File: config.mk
export PLATFORM = sky130hd
export DESIGN_NAME = regbuf_rr_arbiter
export DESIGN_NICKNAME = d
export VERILOG_FILES = /design/src/rtl/regbuf_rr_arbiter.sv
export SDC_FILE = /design/constraint.sdc
export NUM_CORES = 1
export LEC_CHECK = 0
export ABC_AREA = 1
export BUFFER_PORTS_ARGS = -buffer_cell sky130_fd_sc_hd__buf_2
export CORE_AREA = 4 4 127 129
export DETAILED_ROUTE_END_ITERATION = 16
export DIE_AREA = 0 0 131 133
export SLEW_MARGIN = 15
export SYNTH_ARGS = -nofsm -noshare
export SYNTH_HDL_FRONTEND = slang
export SYNTH_SLANG_ARGS = --single-unit
File: constraint.sdc
create_clock -name clk -period 3.5 [get_ports clk]
set_clock_uncertainty 0.2 [all_clocks]
set_input_delay 0.7 -clock clk [delete_from_list [all_inputs] [get_ports clk]]
set_output_delay 0.7 -clock clk [all_outputs]
set_load 0.05 [all_outputs]
File: src/rtl/regbuf_rr_arbiter.sv
// regbuf_rr_arbiter
//   Round-robin arbiter that shares the write port of one external
//   register_buffer among N_REQ producers. The buffer is treated as a
//   1-entry mailbox: it is loaded only while empty and is freed by rd_ack.
//   Build option: define PRIO0_EN to give requester 0 fixed highest
//   priority (a win by requester 0 leaves the round-robin pointer alone).
module regbuf_rr_arbiter #(
  parameter int unsigned WIDTH = 64,
  parameter int unsigned N_REQ = 4
) (
  input  logic                     clk,
  input  logic                     rst,
  input  logic [N_REQ-1:0]         req,
  input  logic [N_REQ*WIDTH-1:0]   req_data,
  input  logic                     rd_ack,
  output logic [N_REQ-1:0]         gnt,
  output logic                     buf_ld_en,
  output logic [WIDTH-1:0]         buf_d_in,
  output logic                     buf_valid,
  output logic [$clog2(N_REQ)-1:0] buf_owner
);

  localparam int unsigned ID_W = $clog2(N_REQ);

  typedef enum logic {
    EMPTY = 1'b0,
    FULL  = 1'b1
  } state_e;

  state_e            state_q, state_d;
  logic [ID_W-1:0]   rr_ptr_q, rr_ptr_d;
  logic [ID_W-1:0]   owner_q, owner_d;

  logic              win;
  logic [ID_W-1:0]   win_idx;
  logic              upd_ptr;
  logic [ID_W-1:0]   ptr_inc;
  int unsigned       cand;
  logic [ID_W-1:0]   cand_idx;

  // Pick the winner: first set request scanning rr_ptr upward, modulo N_REQ.
  // The scan index is reduced explicitly so non-power-of-2 N_REQ wraps at N_REQ.
  always_comb begin
    win      = 1'b0;
    win_idx  = '0;
    upd_ptr  = 1'b1;
    cand     = 0;
    cand_idx = '0;
    for (int unsigned k = 0; k < N_REQ; k++) begin
      cand = 32'(rr_ptr_q) + k;
      if (cand >= N_REQ) begin
        cand = cand - N_REQ;
      end
      cand_idx = ID_W'(cand);
      if (!win && req[cand_idx]) begin
        win     = 1'b1;
        win_idx = cand_idx;
      end
    end
`ifdef PRIO0_EN
    if (req[0]) begin
      win     = 1'b1;
      win_idx = '0;
      upd_ptr = 1'b0;
    end
`endif
    // No grant while the mailbox is occupied or while reset is asserted,
    // so a word offered in the reset cycle is never accepted.
    if (rst || (state_q != EMPTY)) begin
      win = 1'b0;
    end
  end

  // Pointer value following the winner, wrapping after the last requester.
  always_comb begin
    if (win_idx == ID_W'(N_REQ - 1)) begin
      ptr_inc = '0;
    end else begin
      ptr_inc = win_idx + 1'b1;
    end
  end

  // One-hot grant and the granted word routed to the buffer input.
  always_comb begin
    gnt      = '0;
    buf_d_in = '0;
    for (int unsigned i = 0; i < N_REQ; i++) begin
      if (win && (win_idx == ID_W'(i))) begin
        gnt[i]   = 1'b1;
        buf_d_in = req_data[i*WIDTH +: WIDTH];
      end
    end
  end

  assign buf_ld_en = |gnt;
  assign buf_valid = (state_q == FULL);
  assign buf_owner = owner_q;

  // Next-state: load on grant while EMPTY, release on rd_ack while FULL.
  always_comb begin
    state_d  = state_q;
    rr_ptr_d = rr_ptr_q;
    owner_d  = owner_q;
    case (state_q)
      EMPTY: begin
        if (win) begin
          state_d = FULL;
          owner_d = win_idx;
          if (upd_ptr) begin
            rr_ptr_d = ptr_inc;
          end
        end
      end
      FULL: begin
        if (rd_ack) begin
          state_d = EMPTY;
        end
      end
      default: begin
        state_d = EMPTY;
      end
    endcase
  end

  // State registers with asynchronous active-high reset.
  always_ff @(posedge clk or posedge rst) begin
    if (rst) begin
      state_q  <= EMPTY;
      rr_ptr_q <= '0;
      owner_q  <= '0;
    end else begin
      state_q  <= state_d;
      rr_ptr_q <= rr_ptr_d;
      owner_q  <= owner_d;
    end
  end

endmodule

After elaboration in Yosys (flattened, before gate mapping)
Index checks and enable logic that the tools add are counted.
- bits in registers: 5
- input port bits: 263
- word-level logic and storage cells: 70
- $add $sub $neg: 8
- order comparisons: 8
- eq/ne operators: 3
- muxes and demuxes: 33
- bitwise operators: 1
- reductions and logical operators: 14
- operators with widths (kind ; number):
    64-bit 2-to-1 mux ; 4
    2-bit 2-to-1 mux ; 9
    1-bit 2-to-1 mux ; 15
    2-bit by 3-bit less-than comparator with 1-bit output, second input constant ; 4
    3-bit greater-or-equal comparator, second input constant ; 3
    1-bit binary-select mux with 2-bit select ; 4
    2-bit by 1-bit subtractor with 2-bit output, second input constant ; 4
    1-bit logical AND ; 7
    2-bit by 2-bit adder with 3-bit output, second input constant ; 2
    2-bit == test, second input constant ; 2
    4-bit OR reduction ; 1
    2-bit by 1-bit adder with 3-bit output, second input constant ; 1
    2-bit by 3-bit greater-or-equal comparator with 1-bit output, second input constant ; 1
    1-bit zero test ; 3
    2-bit by 1-bit adder with 2-bit output, second input constant ; 1
    2-bit by 1-bit == test with 1-bit output, second input constant ; 1
    2-bit zero test ; 1
    1-bit case mux with 2 select lines ; 1
    2-bit AND reduction ; 1
    1-bit logical OR ; 1
    1-bit inverter ; 1

Depth between registers and ports, before layout
Gate-level depths: netlist of the first run.
- word-level depth: 20
- mapped depth: 19

Worst setup path before layout of the first run
OpenSTA, ideal clock, no wires.
- path type: input -> output
- from: input port req[3]
- to: output port gnt[0]
- arrival time: 3.149 ns
- setup slack: -0.549 ns
- stages on the path: 14
- cells stage by stage: inv_1 > nand2_1 > nand3_1 > nand2_1 > nor2_4 > nand3_4 > buf_4 > buf_2 > nand2_1 > ha_1 > clkbuf_1 > clkbuf_1 > inv_1 > nor2_1
- cells in the longest elaborated chain, start to end: 15
- elaborated cells between the ends (all ways): 26
- those cells by class: 18 x mux; 8 x reduce/logical
- ends and longest elaborated chain (element ; line ; source):
    start, declared ; 13 ; input logic [N_REQ-1:0] req,
    1-bit binary-select mux with 2-bit select ; 55 ; if (!win && req[cand_idx]) begin
    1-bit 2-to-1 mux (implied by the code) ; 55 ;
    1-bit 2-to-1 mux ; 55 ;
    1-bit zero test ; 55 ;
    1-bit logical AND ; 55 ;
    1-bit 2-to-1 mux ; 55 ;
    1-bit zero test ; 55 ;
    1-bit logical AND ; 55 ;
    1-bit 2-to-1 mux ; 55 ;
    1-bit zero test ; 55 ;
    1-bit logical AND ; 55 ;
    1-bit 2-to-1 mux / 2-bit 2-to-1 mux (equally long branches) ; 55 ;
    1-bit 2-to-1 mux / 2-bit zero test (equally long branches) ; 69, 88 ;
    1-bit logical AND (*) ; 88 ; if (win && (win_idx == ID_W'(i))) begin
    1-bit 2-to-1 mux (*) ; 88 ;
    end, declared ; 16 ; output logic [N_REQ-1:0] gnt,
Every way passes the cells marked *; elsewhere a longest branch is shown, timed or not. The select of a mux whose other input is x is not followed.

Final worst setup path of the first run
- from: register rr_ptr_q[0]
- to: output port buf_d_in[0]
- cells in the longest elaborated chain, start to end: 20
- elaborated cells between the ends (all ways): 50
- those cells by class: 7 x add/sub; 4 x order compare; 3 x eq/ne; 25 x mux; 11 x reduce/logical
- ends and longest elaborated chain (element ; line ; source):
    start, declared ; 31 ; logic [ID_W-1:0] rr_ptr_q, rr_ptr_d;
    start signal, assigned ; 133 ; rr_ptr_q <= rr_ptr_d;
    branches (longest 13 deep; another with 2-bit by 1-bit adder with 3-bit output) ; -- ;
    2-bit 2-to-1 mux (*) ; 55 ;
    named net win_idx[1] ; 35 ; logic [ID_W-1:0] win_idx;
    2-bit zero test ; 88 ;
    1-bit logical AND ; 88 ;
    64-bit 2-to-1 mux (3 in series) ; 88 ;
    64-bit 2-to-1 mux (*) ; 88 ;
    end, declared ; 18 ; output logic [WIDTH-1:0] buf_d_in,
Mark *: on every way through the listed nets, which the timed path passes. The select of a mux whose other input is x is not followed.

==> impl_metrics.env, run 1 <==
export IMPL_crit_top_cell="nand2_2"
export IMPL_die_x_um=131
export IMPL_tightestPinTransition_ns=0.481
export IMPL_cts_tree="yes"
export IMPL_fin_crit_sh=1.08
export IMPL_cap_viol_max_count=0
export IMPL_clk_latency_ns=0.23
export IMPL_critPathKind="reg2out"
export IMPL_firstDrtPassIters=5
export IMPL_avgSynthCellArea_um2=4.68
export IMPL_clkSinkCount=5
export IMPL_rsz0062_at_grt="yes"
export IMPL_fin_area_um2=9080
export IMPL_drt_first_iter_violations=381
export IMPL_ys_ff_latch=5
export IMPL_drive_gt1_frac=0.519
export IMPL_cp_arrival_ns=2.90
export IMPL_core_area_um2=15000
export IMPL_synth_cell_types=25
export IMPL_start_kind="flip-flop"
export IMPL_netlist_area_um2=4400
export IMPL_postRouteAntennaNets=0
export IMPL_drc=0
export IMPL_area_growth_pct=106
export IMPL_violations="setup timing"
export IMPL_slew_headroom=0.680
export IMPL_cts_buffers=3
export IMPL_syn_inst=941
export IMPL_fmax_mhz=263
export IMPL_placement_io_buffers=334
export IMPL_drt_total_wl_mm=24.0
export IMPL_cts_buffer_depth=2
export IMPL_placed_area_um2=6990
export IMPL_grt_pass1_vias=6992
export IMPL_hp_class="in2async"
export IMPL_min_period_ns=3.80
export IMPL_grt_pass1_wl_mm=34.6
export IMPL_start_util=0.293
export IMPL_pin_count=335
export IMPL_yosysWarnings=0
export IMPL_grt_max_degree=115
export IMPL_setup_viol=65
export IMPL_final_common_cell="buf_2"
export IMPL_track_usage=0.240
export IMPL_instances_no_fill=1461
export IMPL_path_clk_slew_ns=0.04
export IMPL_crit_fanout=8
export IMPL_crit_chain="buf_6, nand2_2, nand2_2, o21a_1, buf_4, buf_4, buf_6, nand4_1, nand2_2, inv_2, ha_4, nand3_4, buf_12, inv_8, buf_12, buf_12, nand2_1, nand2_2, buf_8"
export IMPL_synth_seq_area_share=0.0284
export IMPL_required_ns=2.60
export IMPL_grt_overflow=0
export IMPL_dieArea_um2=17400
export IMPL_outcome="finished with violations"
export IMPL_vias=7499
export IMPL_antenna_found_initial=2
export IMPL_die_y_um=133
export IMPL_diodes=0
export IMPL_tns_ns=-15.08
export IMPL_nets=1541
export IMPL_rows=45
export IMPL_placedCellCount=1416
export IMPL_end_kind="output port"
export IMPL_dp_hpwl_mm=15.4
export IMPL_maxSlewViolCount=0
export IMPL_critPathSlowestCell="dfrtp_2"
export IMPL_wl_per_cell_um=16.4
export IMPL_syn_nets=1208
export IMPL_post_place_ws_ns=-0.399
export IMPL_routed_via_density=5.13
export IMPL_routabilityCongestion=0.929
export IMPL_h_tree_depth=1
export IMPL_finalHoldViolations=0
export IMPL_max_stage_delay_ns=0.45
export IMPL_clockRootBuffer="clkbuf_16"
export IMPL_final_cell_mix="buf_2 (263), nand4_1 (194), inv_1 (136)"
export IMPL_fin_ws_ns=-0.296
-- cell type report --
type	count	area [um2]
clock buffer	4	78.8
inverter	208	797
tap	188	235
timing repair buffer	419	3740
multi-input combinational	637	4100
fill	1435	5950
sequential	5	126
-- timing repair --
| action | in CTS | in global routing |
|---|---|---|
| pin swaps | 21 | 75 |
| gates cloned | 8 | 10 |
| setup endpoints to repair | 68 | 68 |
| buffers inserted | 17 | 7 |
| hold buffers | 0 | 0 |
| resized for setup | 291 | 129 |
-- per-layer routing --
layer,track usage,vias up,wire [um]
met5,0,-,22
met4,0.0560,4,534
met3,0.0359,44,1800
met2,0.443,341,12700
met1,0.285,3422,9010
li1,-,3688,-
-- registers in the layout, indices dropped and copies added (netlist names) --
register,count
buf_owner,2
buf_valid,1
rr_ptr_q,2
-- critical path: cells and delay by family (launching register included) --
kind	cells	cell delay [ns]
buf+inv	10	1.28
simple gates	7	0.60
flops	1	0.45
compound gates	1	0.18
fa+ha+maj	1	0.14
-- final timing paths --
check / startpoint / end / slack [ns] / cells after the start
setup / recovery: rr_ptr_q[0] / buf_d_in[0] / -0.30 / 19
setup reg to reg: rr_ptr_q[0] / buf_owner[1] / 0.91 / 16
hold / removal: rst / buf_owner[1] / 0.19 / 2
min in group clk: buf_owner[1] / buf_owner[1] / 0.29 / 2
max in group asynchronous: rst / rr_ptr_q[0] / 2.71 / 2
hold reg to reg: buf_owner[1] / buf_owner[1] / 0.29 / 2
-- metrics by stage --
step | hold slack [ns] | util
global placement | 0.259 | 0.465
global route | 0.229 | 0.604
detailed placement | 0.286 | 0.465
floorplan | 0.279 | -
CTS | 0.202 | 0.556
finish | 0.194 | 0.604
-- cells in the mapped netlist (all sizes together) --
master | instances | area [um2]
inv | 148 | 556
o21ai | 3 | 15.0
xor2 | 1 | 8.76
nand2 | 289 | 1090
nand3 | 71 | 378
ha | 4 | 50.1
clkbuf | 51 | 191
buf | 40 | 249
clkinv | 60 | 225
a21oi | 1 | 5.00
dfrtp | 5 | 125
o211ai | 1 | 7.51
and2 | 1 | 6.26
o21a | 1 | 7.51
nand4 | 194 | 1210
nor2 | 71 | 274
-- cells by family after synthesis --
group           Yosys count  share of synthesized area
compound gates            6                    0.00796
simple gates            626                      0.673
xor+xnor                  1                    0.00199
flops                     5                     0.0284
fa+ha+maj                 4                     0.0114
buf+inv                 299                      0.278
Power of run 1 is left out: the tool's default activity adds up to more than one toggle a clock period on the data nets, which glitch-free logic cannot reach.
==> inputs of run 2 (changes only) <==
==> config.mk (replaced) <==
export PLATFORM = sky130hd
export DESIGN_NAME = regbuf_rr_arbiter
export DESIGN_NICKNAME = d
export VERILOG_FILES = /design/src/rtl/regbuf_rr_arbiter.sv
export SDC_FILE = /design/constraint.sdc
export NUM_CORES = 1
export LEC_CHECK = 0
export BUFFER_PORTS_ARGS = -buffer_cell sky130_fd_sc_hd__buf_2
export CORE_AREA = 4 4 126 128
export DETAILED_ROUTE_END_ITERATION = 16
export DIE_AREA = 0 0 130 132
export SYNTH_ARGS = -nofsm -noshare
export SYNTH_HDL_FRONTEND = slang
export SYNTH_SLANG_ARGS = --single-unit
==> run 2 against run 1 <==
Against the previous run: the run still ends with setup timing left; sequential share of layout area increased by 0.39 points; clock-buffer cell count unchanged; first-iteration DRC count fell by 7.9%; die area decreased by 1.5%; core utilization shrank 13 points; global-route usage down 6.0 points; non-clock buffer count decreased by 8.
==> impl_metrics.env, run 2 <==
export IMPL_synth_area_top_cells="a21oi_1 (22%), a221o_1 (22%), nand3b_1 (16%)"
export IMPL_cp_arrival_ns=2.84
export IMPL_p_switching_uw=2800
export IMPL_synth_cell_types=30
export IMPL_syn_inst=485
export IMPL_start_kind="primary input"
export IMPL_synth_top_cell_by_area="a21oi_1"
export IMPL_critPathCapture="buf_d_in[3]"
export IMPL_end_kind="output port"
export IMPL_drt_first_iter_violations=351
export IMPL_rows=45
export IMPL_cts_buffer_depth=2
export IMPL_r2r_end="rr_ptr_q[1]"
export IMPL_fmax_mhz=267
export IMPL_hp_class="in2async"
export IMPL_clkSinkCount=5
export IMPL_crit_fanout=8
export IMPL_drc=0
export IMPL_synth_ff_type="dfrtp_1"
export IMPL_r2r_start="rr_ptr_q[1]"
export IMPL_critPathKind="in2out"
export IMPL_grt_pass1_wl_mm=25.6
export IMPL_synth_seq_area_share=0.0429
export IMPL_cap_viol_max_count=0
export IMPL_powerDensity_nw_per_um2=744
export IMPL_placed_area_um2=5850
export IMPL_fin_area_um2=7080
export IMPL_finalHoldViolations=0
export IMPL_reg2reg_slack_ns=1.36
export IMPL_pin_count=335
export IMPL_seqPwrFrac=0.022
export IMPL_area_growth_pct=143
export IMPL_h_tree_depth=1
export IMPL_rsz0062_at_grt="yes"
export IMPL_yosysWarnings=0
export IMPL_maxSlewViolCount=0
export IMPL_required_ns=2.60
export IMPL_ff2ff_path_depth=7
export IMPL_ir_drop_mv=0.626
export IMPL_vias=5304
export IMPL_synth_commonest_cells="a21oi_1 (130), inv_1 (68), nand2_1 (65)"
export IMPL_synth_most_common_cell="a21oi_1"
export IMPL_diodes=0
export IMPL_antenna_found_initial=1
export IMPL_placement_io_buffers=334
export IMPL_p_int_uw=2460
export IMPL_clockPowerShare=0.036
export IMPL_die_x_um=130
export IMPL_setup_viol=64
export IMPL_outcome="finished with violations"
export IMPL_fin_ws_ns=-0.239
export IMPL_post_place_ws_ns=-0.295
export IMPL_avgSynthCellArea_um2=6.02
export IMPL_clk_latency_ns=0.23
export IMPL_cts_tree="yes"
export IMPL_slew_headroom=0.774
export IMPL_wl_per_cell_um=18.8
export IMPL_cts_buffers=3
export IMPL_routed_via_density=5.14
export IMPL_p_sw_frac=0.532
export IMPL_routabilityCongestion=0.951
export IMPL_start_util=0.196
export IMPL_comb_power_share=0.941
export IMPL_startpoint="req[0]"
export IMPL_synth_top_cell_area_share=0.223
export IMPL_grt_overflow=0
export IMPL_path_clk_slew_ns=0.03
export IMPL_tightestPinTransition_ns=0.337
export IMPL_ys_ff_latch=5
export IMPL_firstDrtPassIters=5
export IMPL_violations="setup timing"
export IMPL_syn_nets=752
export IMPL_drive_gt1_frac=0.594
export IMPL_dp_hpwl_mm=12.6
export IMPL_final_common_cell="buf_2"
export IMPL_leakage_uw=0.00318
export IMPL_clockRootBuffer="clkbuf_16"
export IMPL_postRouteAntennaNets=0
export IMPL_netlist_area_um2=2920
export IMPL_track_usage=0.180
export IMPL_core_area_um2=14900
export IMPL_grt_max_degree=58
export IMPL_ys_async_sr_fraction=1.00
export IMPL_drt_total_wl_mm=19.4
export IMPL_die_y_um=132
export IMPL_dieArea_um2=17200
export IMPL_nets=1111
export IMPL_min_period_ns=3.74
export IMPL_fin_crit_sh=1.07
export IMPL_grt_pass1_vias=4929
export IMPL_final_cell_mix="buf_2 (266), inv_1 (68), a21oi_4 (65)"
export IMPL_postCtsHoldBufs=0
export IMPL_synth_edf_count=0
run 2: critical path: stages:
cell,delay [ns]
buf_8,0.11
mux2i_4,0.19
nor2_4,0.06
or4_4,0.53
ha_4,0.20
buf_12,0.15
clkbuf_16,0.16
a221o_1,0.39
a21oi_4,0.16
buf_6,0.17
run 2: worst min path at each step:
stage                     cells after the start  slack, ns           end
after floorplan                               1       0.28  buf_owner[0]
after global placement                        2       0.32  buf_owner[0]
after detailed placement                      2       0.31  buf_owner[0]
after CTS                                     2       0.18  buf_owner[0]
after global routing                          2       0.20  buf_owner[0]
final                                         2       0.17  buf_owner[0]
run 2: per-stage QoR:
step                      cells  hold WS (ns)  total power [uW]  TNS (ns)  utilization
after global placement      998         0.317              3960    -14.49        0.394
after detailed placement    998         0.313              3980    -15.46        0.394
after global routing       1031         0.197              5540    -15.32        0.476
after floorplan             485         0.279              3020    -0.238            -
after CTS                  1012         0.178              4670     -8.47        0.439
final                      1031         0.173              5260    -12.02        0.476
run 2: final cells by class:
| type | count | area (um2) |
|---|---|---|
| Tap cell | 188 | 235 |
| Inverter | 69 | 259 |
| Clock buffer | 4 | 78.8 |
| Sequential cell | 5 | 126 |
| Timing Repair Buffer | 411 | 3240 |
| Multi-Input combinational cell | 354 | 3140 |
| Fill cell | 1455 | 7780 |
run 2: power by group through the flow:
stage / Combinational, uW / Clock [uW] / Sequential (uW)
finish: 4950 / 192 / 118
CTS: 4370 / 194 / 105
global placement: 3860 / 0 / 103
floorplan: 2880 / 0 / 139
global route: 5220 / 200 / 120
detailed placement: 3880 / 0 / 102
run 2: what timing repair did:
action,CTS,global route
pin swaps,26,43
buffers inserted,7,6
resized for setup,137,53
cloned,4,14
setup endpoints to repair,64,64
run 2: per-layer routing:
metal  vias to the layer above  track usage  wire, um
met4                         2       0.0231       364
met1                      2483        0.226      7730
met5                         -            0        18
li1                       2476            -         -
met3                        43       0.0344      1720
met2                       300        0.325      9600
run 2: logic make-up after synthesis:
group	synth area share
muxes	0.00857
buffers and inverters	0.181
adders and majority gates	0.0172
DFF	0.0429
AOI/OAI and AO/OA	0.463
and+or+nand+nor	0.287
(Power assumes the default switching activity.)
==> inputs of run 3 (changes only) <==
--- a/config.mk
+++ b/config.mk
@@ -6,9 +6,12 @@
 export NUM_CORES = 1
 export LEC_CHECK = 0
 export BUFFER_PORTS_ARGS = -buffer_cell sky130_fd_sc_hd__buf_2
-export CORE_AREA = 4 4 126 128
+export CELL_PAD_IN_SITES_DETAIL_PLACEMENT = 1
+export CELL_PAD_IN_SITES_GLOBAL_PLACEMENT = 1
+export CORE_MARGIN = 4
+export CORE_UTILIZATION = 18
 export DETAILED_ROUTE_END_ITERATION = 16
-export DIE_AREA = 0 0 130 132
+export PLACE_DENSITY_LB_ADDON = 0.1
 export SYNTH_ARGS = -nofsm -noshare
 export SYNTH_HDL_FRONTEND = slang
 export SYNTH_SLANG_ARGS = --single-unit
==> run 3 against run 2 <==
Against the previous run: the run still ends with setup timing left; power increased by 6.2%; first-iteration DRC count is 56% lower; critical path depth stayed put; core utilization shrank 1.1 points; design area rose by 4.4%; hold slack worse by 0.0016 ns; non-clock buffer count is 7 higher; clock power rose by 2%; sequential power about the same; via count decreased by 0.75%; worst setup slack improved by 0.0063 ns; largest cell class unchanged; largest power group unchanged.
==> impl_metrics.env, run 3 (synthesized netlist as in run 2, its figures left out) <==
export IMPL_outcome="finished with violations"
export IMPL_violations="setup timing"
export IMPL_wl_per_cell_um=20.5
export IMPL_holdWs_ns=0.171
export IMPL_rsz0062_at_grt="yes"
export IMPL_die_y_um=135
export IMPL_drc=0
export IMPL_crit_chain="buf_8, mux2i_4, nor2_4, or4_4, ha_4, buf_4, buf_4, a221o_1, a21oi_4, buf_12"
export IMPL_ir_drop_mv=0.312
export IMPL_wl_met3_mm=1.31
export IMPL_nets=1118
export IMPL_grt_pass1_wl_mm=31.5
export IMPL_core_area_um2=15900
export IMPL_die_x_um=135
export IMPL_end_kind="output port"
export IMPL_maxSlewViolCount=0
export IMPL_met2_length_mm=11.9
export IMPL_postCtsHoldBufs=0
export IMPL_critPathSlowestCell="or4_4"
export IMPL_track_usage=0.215
export IMPL_drive_gt1_frac=0.608
export IMPL_postRouteAntennaNets=0
export IMPL_cp_arrival_ns=2.83
export IMPL_cap_viol_max_count=0
export IMPL_area_growth_pct=153
export IMPL_routed_via_density=4.93
export IMPL_wl_met1_mm=8.27
export IMPL_drt_total_wl_mm=21.8
export IMPL_leakage_uw=0.00328
export IMPL_slew_headroom=0.775
export IMPL_cts_buffers=3
export IMPL_finalPower_uw=5590
export IMPL_powerDensity_nw_per_um2=757
export IMPL_routabilityCongestion=0.804
export IMPL_fin_ws_ns=-0.233
export IMPL_firstDrtPassIters=6
export IMPL_crit_top_cell="buf_4"
export IMPL_setup_viol=65
export IMPL_clockRootBuffer="clkbuf_16"
export IMPL_dp_hpwl_mm=15.1
export IMPL_max_stage_delay_ns=0.51
export IMPL_h_tree_depth=1
export IMPL_top_layer_used="met5"
export IMPL_critPathKind="in2out"
export IMPL_placedCellCount=1021
export IMPL_fillers=1988
export IMPL_start_kind="primary input"
export IMPL_grt_max_degree=48
export IMPL_required_ns=2.60
export IMPL_fin_crit_sh=1.07
export IMPL_vias=5264
export IMPL_cts_tree="yes"
export IMPL_final_common_cell="buf_2"
export IMPL_grt_overflow=0
export IMPL_hp_class="in2async"
export IMPL_placement_io_buffers=334
export IMPL_min_period_ns=3.73
export IMPL_rows=46
export IMPL_antenna_found_initial=3
export IMPL_path_clk_slew_ns=0.03
export IMPL_start_util=0.184
export IMPL_dieArea_um2=18300
export IMPL_clk_latency_ns=0.24
export IMPL_grt_pass1_vias=5704
export IMPL_post_place_ws_ns=-0.357
export IMPL_fmax_mhz=268
export IMPL_finalHoldViolations=0
export IMPL_pin_count=335
export IMPL_crit_fanout=7
export IMPL_tightestPinTransition_ns=0.337
export IMPL_final_cell_mix="buf_2 (267), inv_1 (68), a21oi_4 (65)"
export IMPL_cts_buffer_depth=2
export IMPL_drt_first_iter_violations=153
export IMPL_instances_no_fill=1067
export IMPL_clkSinkCount=5
[run 3: cell types whose count changed in the layout (fill, tap and decap cells not counted), moves of 5 or more]
cell     before  now
a21oi_2       2   12
a21oi_1      63   53
buf_16        7   12
buf_12       13   25
buf_6        60   53
[run 3: area by class of cell]
class	instances	area, um2	share of cell area
flip-flops and latches	5	126	0.0171
clock buffers	4	78.8	0.0107
well taps	216	270	0.0366
multi-input cells	354	3170	0.429
inverters	69	259	0.0350
repair buffers	418	3490	0.472
diodes	1	2.50	0.000339
[run 3: path summary, 6_finish.rpt]
| check | start | end | slack, ns | cells after the start |
|---|---|---|---|---|
| min in group clk | buf_owner[0] | buf_owner[0] | 0.33 | 2 |
| setup reg to reg | rr_ptr_q[1] | rr_ptr_q[1] | 1.36 | 7 |
| setup / recovery | req[0] | buf_d_in[2] | -0.23 | 10 |
| max in group asynchronous | rst | rr_ptr_q[1] | 2.73 | 2 |
| hold / removal | rst | buf_valid | 0.17 | 2 |
| hold reg to reg | buf_owner[0] | buf_owner[0] | 0.33 | 2 |
[run 3: metrics by stage]
step	util	instance area (um2)	setup TNS [ns]
after floorplan	-	3700	-0.238
after global placement	0.373	5930	-14.79
after detailed placement	0.373	5930	-18.27
after CTS	0.440	6990	-10.63
after global routing	0.465	7390	-15.32
final	0.465	7390	-11.16
[run 3: report_power, final]
| part | switching, uW | internal [uW] |
|---|---|---|
| combinational | 2790 | 2490 |
| sequential | 33.4 | 82.0 |
| clock | 44.5 | 152 |
| total | 2870 | 2720 |
[run 3: timing repair]
| item | 4_1_cts | 5_1_grt |
|---|---|---|
| pin swaps | 64 | 66 |
| setup buffers | 15 | 9 |
| setup endpoints to repair | 64 | 64 |
| cloned | 10 | 8 |
| gates resized for setup | 173 | 28 |
[run 3: critical path, delay by kind of cell]
family / cells / cell delay [ns]
AO/OA/AOI/OAI: 2 / 0.56
adder cells (fa/ha/maj): 1 / 0.19
buffers and inverters: 4 / 0.60
multiplexers: 1 / 0.19
AND/OR/NAND/NOR: 2 / 0.58
[run 3: metal layers]
metal | vias to the layer above | GRT usage
met4 | 4 | 0.0420
met1 | 2561 | 0.251
met3 | 24 | 0.0394
met2 | 192 | 0.408
met5 | - | 0
li1 | 2483 | -
